### src/rtl/imem_fetch_arbiter_pkg.sv
// Shared parameters, FSM state type and small index helpers for the instruction-fetch arbiter.
package imem_fetch_arbiter_pkg;

    localparam int NUM_SIMD_CORES  = 4;
    localparam int LOG2_SIMD_CORES = 2;
    localparam int ADDR_WIDTH      = 32;
    localparam int DATA_WIDTH      = 32;

    typedef enum logic [1:0] {
        IDLE  = 2'd0,
        ISSUE = 2'd1,
        WAIT  = 2'd2,
        RESP  = 2'd3
    } fetch_state_t;

    // Next core index in round-robin order, wrapping past the last core.
    function automatic logic [LOG2_SIMD_CORES-1:0] next_core(input logic [LOG2_SIMD_CORES-1:0] idx);
        if (idx == LOG2_SIMD_CORES'(NUM_SIMD_CORES - 1)) begin
            next_core = {LOG2_SIMD_CORES{1'b0}};
        end else begin
            next_core = idx + {{(LOG2_SIMD_CORES-1){1'b0}}, 1'b1};
        end
    endfunction

    function automatic logic [NUM_SIMD_CORES-1:0] core_onehot(input logic [LOG2_SIMD_CORES-1:0] idx);
        core_onehot = {{(NUM_SIMD_CORES-1){1'b0}}, 1'b1} << idx;
    endfunction

endpackage

### src/rtl/imem_fetch_arbiter_rr_arbiter.sv
// Combinational round-robin winner select: the first requester at or after the pointer wins.
module rr_arbiter
    import imem_fetch_arbiter_pkg::*;
(
    input  logic [NUM_SIMD_CORES-1:0]  req_i,
    input  logic [LOG2_SIMD_CORES-1:0] ptr_i,
    output logic [LOG2_SIMD_CORES-1:0] winner_o,
    output logic                       any_req_o
);

    logic [LOG2_SIMD_CORES-1:0] idx_s;
    logic                       found_s;

    // Walk the cores starting at the pointer and latch the first one requesting.
    always_comb begin
        winner_o  = ptr_i;
        any_req_o = |req_i;
        found_s   = 1'b0;
        idx_s     = ptr_i;
        for (int k = 0; k < NUM_SIMD_CORES; k++) begin
            if (!found_s && req_i[idx_s]) begin
                winner_o = idx_s;
                found_s  = 1'b1;
            end else begin
                found_s  = found_s;
            end
            idx_s = next_core(idx_s);
        end
    end

endmodule

### src/rtl/imem_fetch_arbiter.sv
// Shares the single instruction-memory read port between the SIMD cores, one transaction at a time.
module imem_fetch_arbiter
    import imem_fetch_arbiter_pkg::*;
(
    input  logic                                 clk,
    input  logic                                 rst,
    input  logic [NUM_SIMD_CORES-1:0]            fetch_req,
    input  logic [NUM_SIMD_CORES*ADDR_WIDTH-1:0] fetch_pc,
    output logic [NUM_SIMD_CORES-1:0]            resp_valid,
    output logic [DATA_WIDTH-1:0]                instruction_out,
    output logic                                 mem_req,
    output logic [ADDR_WIDTH-1:0]                mem_addr,
    input  logic                                 mem_ready,
    input  logic                                 mem_rvalid,
    input  logic [DATA_WIDTH-1:0]                mem_rdata,
    output logic [LOG2_SIMD_CORES-1:0]           grant_id,
    output logic                                 busy
);

    fetch_state_t               state_q;
    logic [LOG2_SIMD_CORES-1:0] ptr_q;
    logic [LOG2_SIMD_CORES-1:0] grant_q;
    logic [ADDR_WIDTH-1:0]      addr_q;
    logic [DATA_WIDTH-1:0]      inst_q;
    logic [NUM_SIMD_CORES-1:0]  resp_q;
    logic                       req_q;
    logic                       busy_q;

    logic [LOG2_SIMD_CORES-1:0] winner_s;
    logic                       any_req_s;
    logic [ADDR_WIDTH-1:0]      pc_sel_s;

    rr_arbiter u_rr_arbiter (
        .req_i     (fetch_req),
        .ptr_i     (ptr_q),
        .winner_o  (winner_s),
        .any_req_o (any_req_s)
    );

    // Address of the core the arbiter would grant this cycle.
    always_comb begin
        pc_sel_s = fetch_pc[winner_s*ADDR_WIDTH +: ADDR_WIDTH];
    end

    // Fetch FSM; every output is a register so the cores and imem see glitch-free signals.
    always_ff @(posedge clk or negedge rst) begin
        if (!rst) begin
            state_q <= IDLE;
            ptr_q   <= {LOG2_SIMD_CORES{1'b0}};
            grant_q <= {LOG2_SIMD_CORES{1'b0}};
            addr_q  <= {ADDR_WIDTH{1'b0}};
            inst_q  <= {DATA_WIDTH{1'b0}};
            resp_q  <= {NUM_SIMD_CORES{1'b0}};
            req_q   <= 1'b0;
            busy_q  <= 1'b0;
        end else begin
            case (state_q)
                IDLE: begin
                    if (any_req_s) begin
                        grant_q <= winner_s;
                        addr_q  <= pc_sel_s;
                        req_q   <= 1'b1;
                        busy_q  <= 1'b1;
                        state_q <= ISSUE;
                    end
                end
                ISSUE: begin
                    if (mem_ready) begin
                        req_q   <= 1'b0;
                        state_q <= WAIT;
                    end
                end
                WAIT: begin
                    if (mem_rvalid) begin
                        inst_q  <= mem_rdata;
                        resp_q  <= core_onehot(grant_q);
                        state_q <= RESP;
                    end
                end
                RESP: begin
                    // Pointer moves past the served core so it loses priority next round.
                    resp_q  <= {NUM_SIMD_CORES{1'b0}};
                    ptr_q   <= next_core(grant_q);
                    busy_q  <= 1'b0;
                    state_q <= IDLE;
                end
                default: begin
                    resp_q  <= {NUM_SIMD_CORES{1'b0}};
                    req_q   <= 1'b0;
                    busy_q  <= 1'b0;
                    state_q <= IDLE;
                end
            endcase
        end
    end

    assign resp_valid      = resp_q;
    assign instruction_out = inst_q;
    assign mem_req         = req_q;
    assign mem_addr        = addr_q;
    assign grant_id        = grant_q;
    assign busy            = busy_q;

endmodule

### config.mk
export PLATFORM = sky130hd
export DESIGN_NAME = imem_fetch_arbiter
export DESIGN_NICKNAME = d
export VERILOG_FILES = /design/src/rtl/imem_fetch_arbiter_pkg.sv /design/src/rtl/imem_fetch_arbiter_rr_arbiter.sv /design/src/rtl/imem_fetch_arbiter.sv
export SDC_FILE = /design/constraint.sdc
export NUM_CORES = 1
export LEC_CHECK = 0
export CORE_ASPECT_RATIO = 0.9
export CORE_MARGIN = 3
export CORE_UTILIZATION = 40
export DETAILED_ROUTE_END_ITERATION = 12
export PLACE_DENSITY = 0.84
export SLEW_MARGIN = 20
export SYNTH_ARGS = -nofsm -noshare
export SYNTH_HDL_FRONTEND = slang
export SYNTH_SLANG_ARGS = --single-unit
### constraint.sdc
create_clock -name clk -period 4.5 [get_ports clk]
set_input_delay 0.9 -clock clk [delete_from_list [all_inputs] [get_ports clk]]
set_output_delay 0.9 -clock clk [all_outputs]
set_load 0.005 [all_outputs]
==> metrics.txt <==
Post-synth top flop dfrtp_1; Die Y 103 um; Syn Inst Count 358; clk sink count 76; Post-synth EDFFs 0; CP Capture Type flip-flop; critical path class in -> reg; first-pass GRT wire length 20600 um; initial antenna violation count 0; Top Metal Used met4; Synth cell types 40; grt ovf 0; routed wl met2 ~7000 um; # Max-Cap Violations 0; CP Cell Sequence clkdlybuf4s50_1 -> nor2b_1 -> mux4_2 -> or3_1 -> o311ai_4 -> buf_12 -> mux2i_1 -> o221ai_1; Post-CTS Hold Fix Bufs 0; drt initial violations 218; first-pass detailed-route iteration total 4; sequential area share after synthesis a little under half; Hold WC Path Type reg -> reg; TritonCTS buffer count 9; Layout area overhead 65.3%; slowest cell on the critical path clkdlybuf4s50_1; Avg Cell Area, Syn around 12 um^2; clk slew on worst S/H paths 0.06 ns; Top delay family on crit path buffers and inverters; fin. max-slew vios 0; pwr dens between 600 and 700 nW/um^2; Layout Skew about 0.0034 ns; Lkg Pwr between 2 and 3 nW; DRT met1 WL about 5100 um; gr usage total 22.6%; area of the multi-input gates about 2000 um^2; final number of setup-violating endpoints 0; Max Clock Freq about 280 MHz; worst vdd ir between 0.3 and 0.4 mV; critical path launch point type primary input; async set-reset flop share out of synthesis 100%; CTS tree yes; I/O pin count between 200 and 250; # diodes 0; Final nets approximately 760; wirelength, routed about 13000 um; Port-buffer cells between 200 and 250; critical path data arrival time ~3.8 ns; status complete, no violations; Die X approximately 110 um; number of fill cells 708; H-tree lvl count 3; largest net degree at the start of global routing slightly below 80; unrepaired setup endpoints after global routing false; vias in the first global route approximately 4000; mapped cell area 4170 um^2; Setup TNS 0 ns; Clock Latency Late Sink 0.33 ns; DR WL/cell between 15 and 20 um; Core Area 9910 um^2; CP required roughly 4.7 ns; Worst Tran Pin Value around 0.97 ns; Die Footprint around 12000 um^2; max incr delay on CP about 0.61 ns; total power ~4.6 mW; Seq cells post-synth 76; Root Buffer Master clkbuf_16; commonest cells after routing, fill and taps aside clkdlybuf4s50_1 (238), dfrtp_1 (76), mux2i_1 (65), nand2_1 (47), mux2_2 (34); worst path bufs/invs 2; # Post-CTS Setup Buffers 0; via count between 3000 and 4000; final RePlAce weighted congestion roughly 0.85; Fin. Hold Viols 0; Max Root-Sink Buffers 2; initial core utilization 42.1%; Ys Warns 0; post-layout min period 3.58 ns; share of layout cells above drive strength 1 between 10% and 20%; Final Util 69.6%; Met3 Wirelength 1080 um; Post-Syn Nets ~540; placed wire-length estimate just over 10000 um; Slew HR 35.3%; Resize count post-CTS 0; period utilisation layout between 70% and 80%; via/cell ratio about 5.3; critical path peak fanout 56; DRC 0; Core Rows 34; Routed Antenna Nets 0; most common cell after layout, fill and taps aside clkdlybuf4s50_1; Reg area ~1900 um^2
## worst min-delay path, stage by stage, from the launching register on
cell and delay [ns]:
dfrtp_1 0.34, nand2_1 0.05, o221ai_1 0.06
## power by group
part	internal (mW)	switching, mW
Sequential	1.03	0.220
Clock	0.498	0.277
Combinational	1.44	1.14
Total	2.97	1.63
## state kept, by name (all words and copies together) (netlist names)
signal,count
mem_addr,32
mem_req,1
instruction_out,32
ptr_q,2
grant_id,2
resp_valid,4
busy,1
state_q,2
## area by class of cell
type	count	area share [%]
clock buffers	11	3.52
clock inverters	4	1.07
multi-input cells	247	29.7
well taps	126	2.29
repair buffers	244	35.4
inverters	8	0.435
flip-flops and latches	76	27.6
## cells in the mapped netlist, drive strengths merged, types with 2 or more instances
cell type / number / area [um^2]
a21oi: 3 / 15.0
a221o: 2 / 20.0
a31oi: 4 / 25.0
buf: 14 / 146
clkbuf: 13 / 52.6
dfrtp: 76 / 1900
ha: 10 / 125
inv: 8 / 30.0
mux2: 34 / 383
mux2i: 65 / 651
mux4: 2 / 45.0
nand2: 47 / 176
nand2b: 2 / 12.5
nor2: 5 / 21.3
nor2b: 9 / 56.3
nor3: 2 / 10.0
nor4: 2 / 12.5
o21ai: 12 / 60.1
o221ai: 32 / 280
o41ai: 2 / 25.0
## final timing paths
kind / start / to / slack, ns / cells after the start
worst max-delay path: fetch_req[3] / mem_addr[1] / 0.92 / 8
worst min-delay path: mem_addr[20] / mem_addr[20] / 0.48 / 2
worst max register to register: ptr_q[0] / mem_addr[1] / 1.14 / 8
worst min register to register: mem_addr[20] / mem_addr[20] / 0.48 / 2
max in group asynchronous: rst / mem_addr[27] / 3.15 / 1
min in group asynchronous: rst / mem_addr[22] / 0.71 / 1
## layer usage
metal | vias up | track usage (%)
met2 | 154 | 39.2
met4 | 0 | 6.01
met1 | 1853 | 26.5
li1 | 1781 | -
met5 | - | 0
met3 | 15 | 8.39
## cells by family after synthesis
group                    count (synthesis)  synth area share (%)
AO/OA/AOI/OAI                           64                  12.2
buffers and inverters                   35                  5.49
flip-flops                              76                  45.6
multiplexers                           101                  25.9
AND/OR/NAND/NOR                         72                  7.86
adder cells (fa/ha/maj)                 10                  3.00
## metrics by stage
step	area [um^2]	setup slack, ns	instances	hold WS (ns)
after floorplan	4170	1.58	358	0.480
after global placement	6580	0.810	701	0.470
after detailed placement	6580	0.665	701	0.474
after CTS	6900	0.971	716	0.488
after global routing	6900	0.807	716	0.508
final	6900	0.915	716	0.483
(Power assumes the default switching activity.)
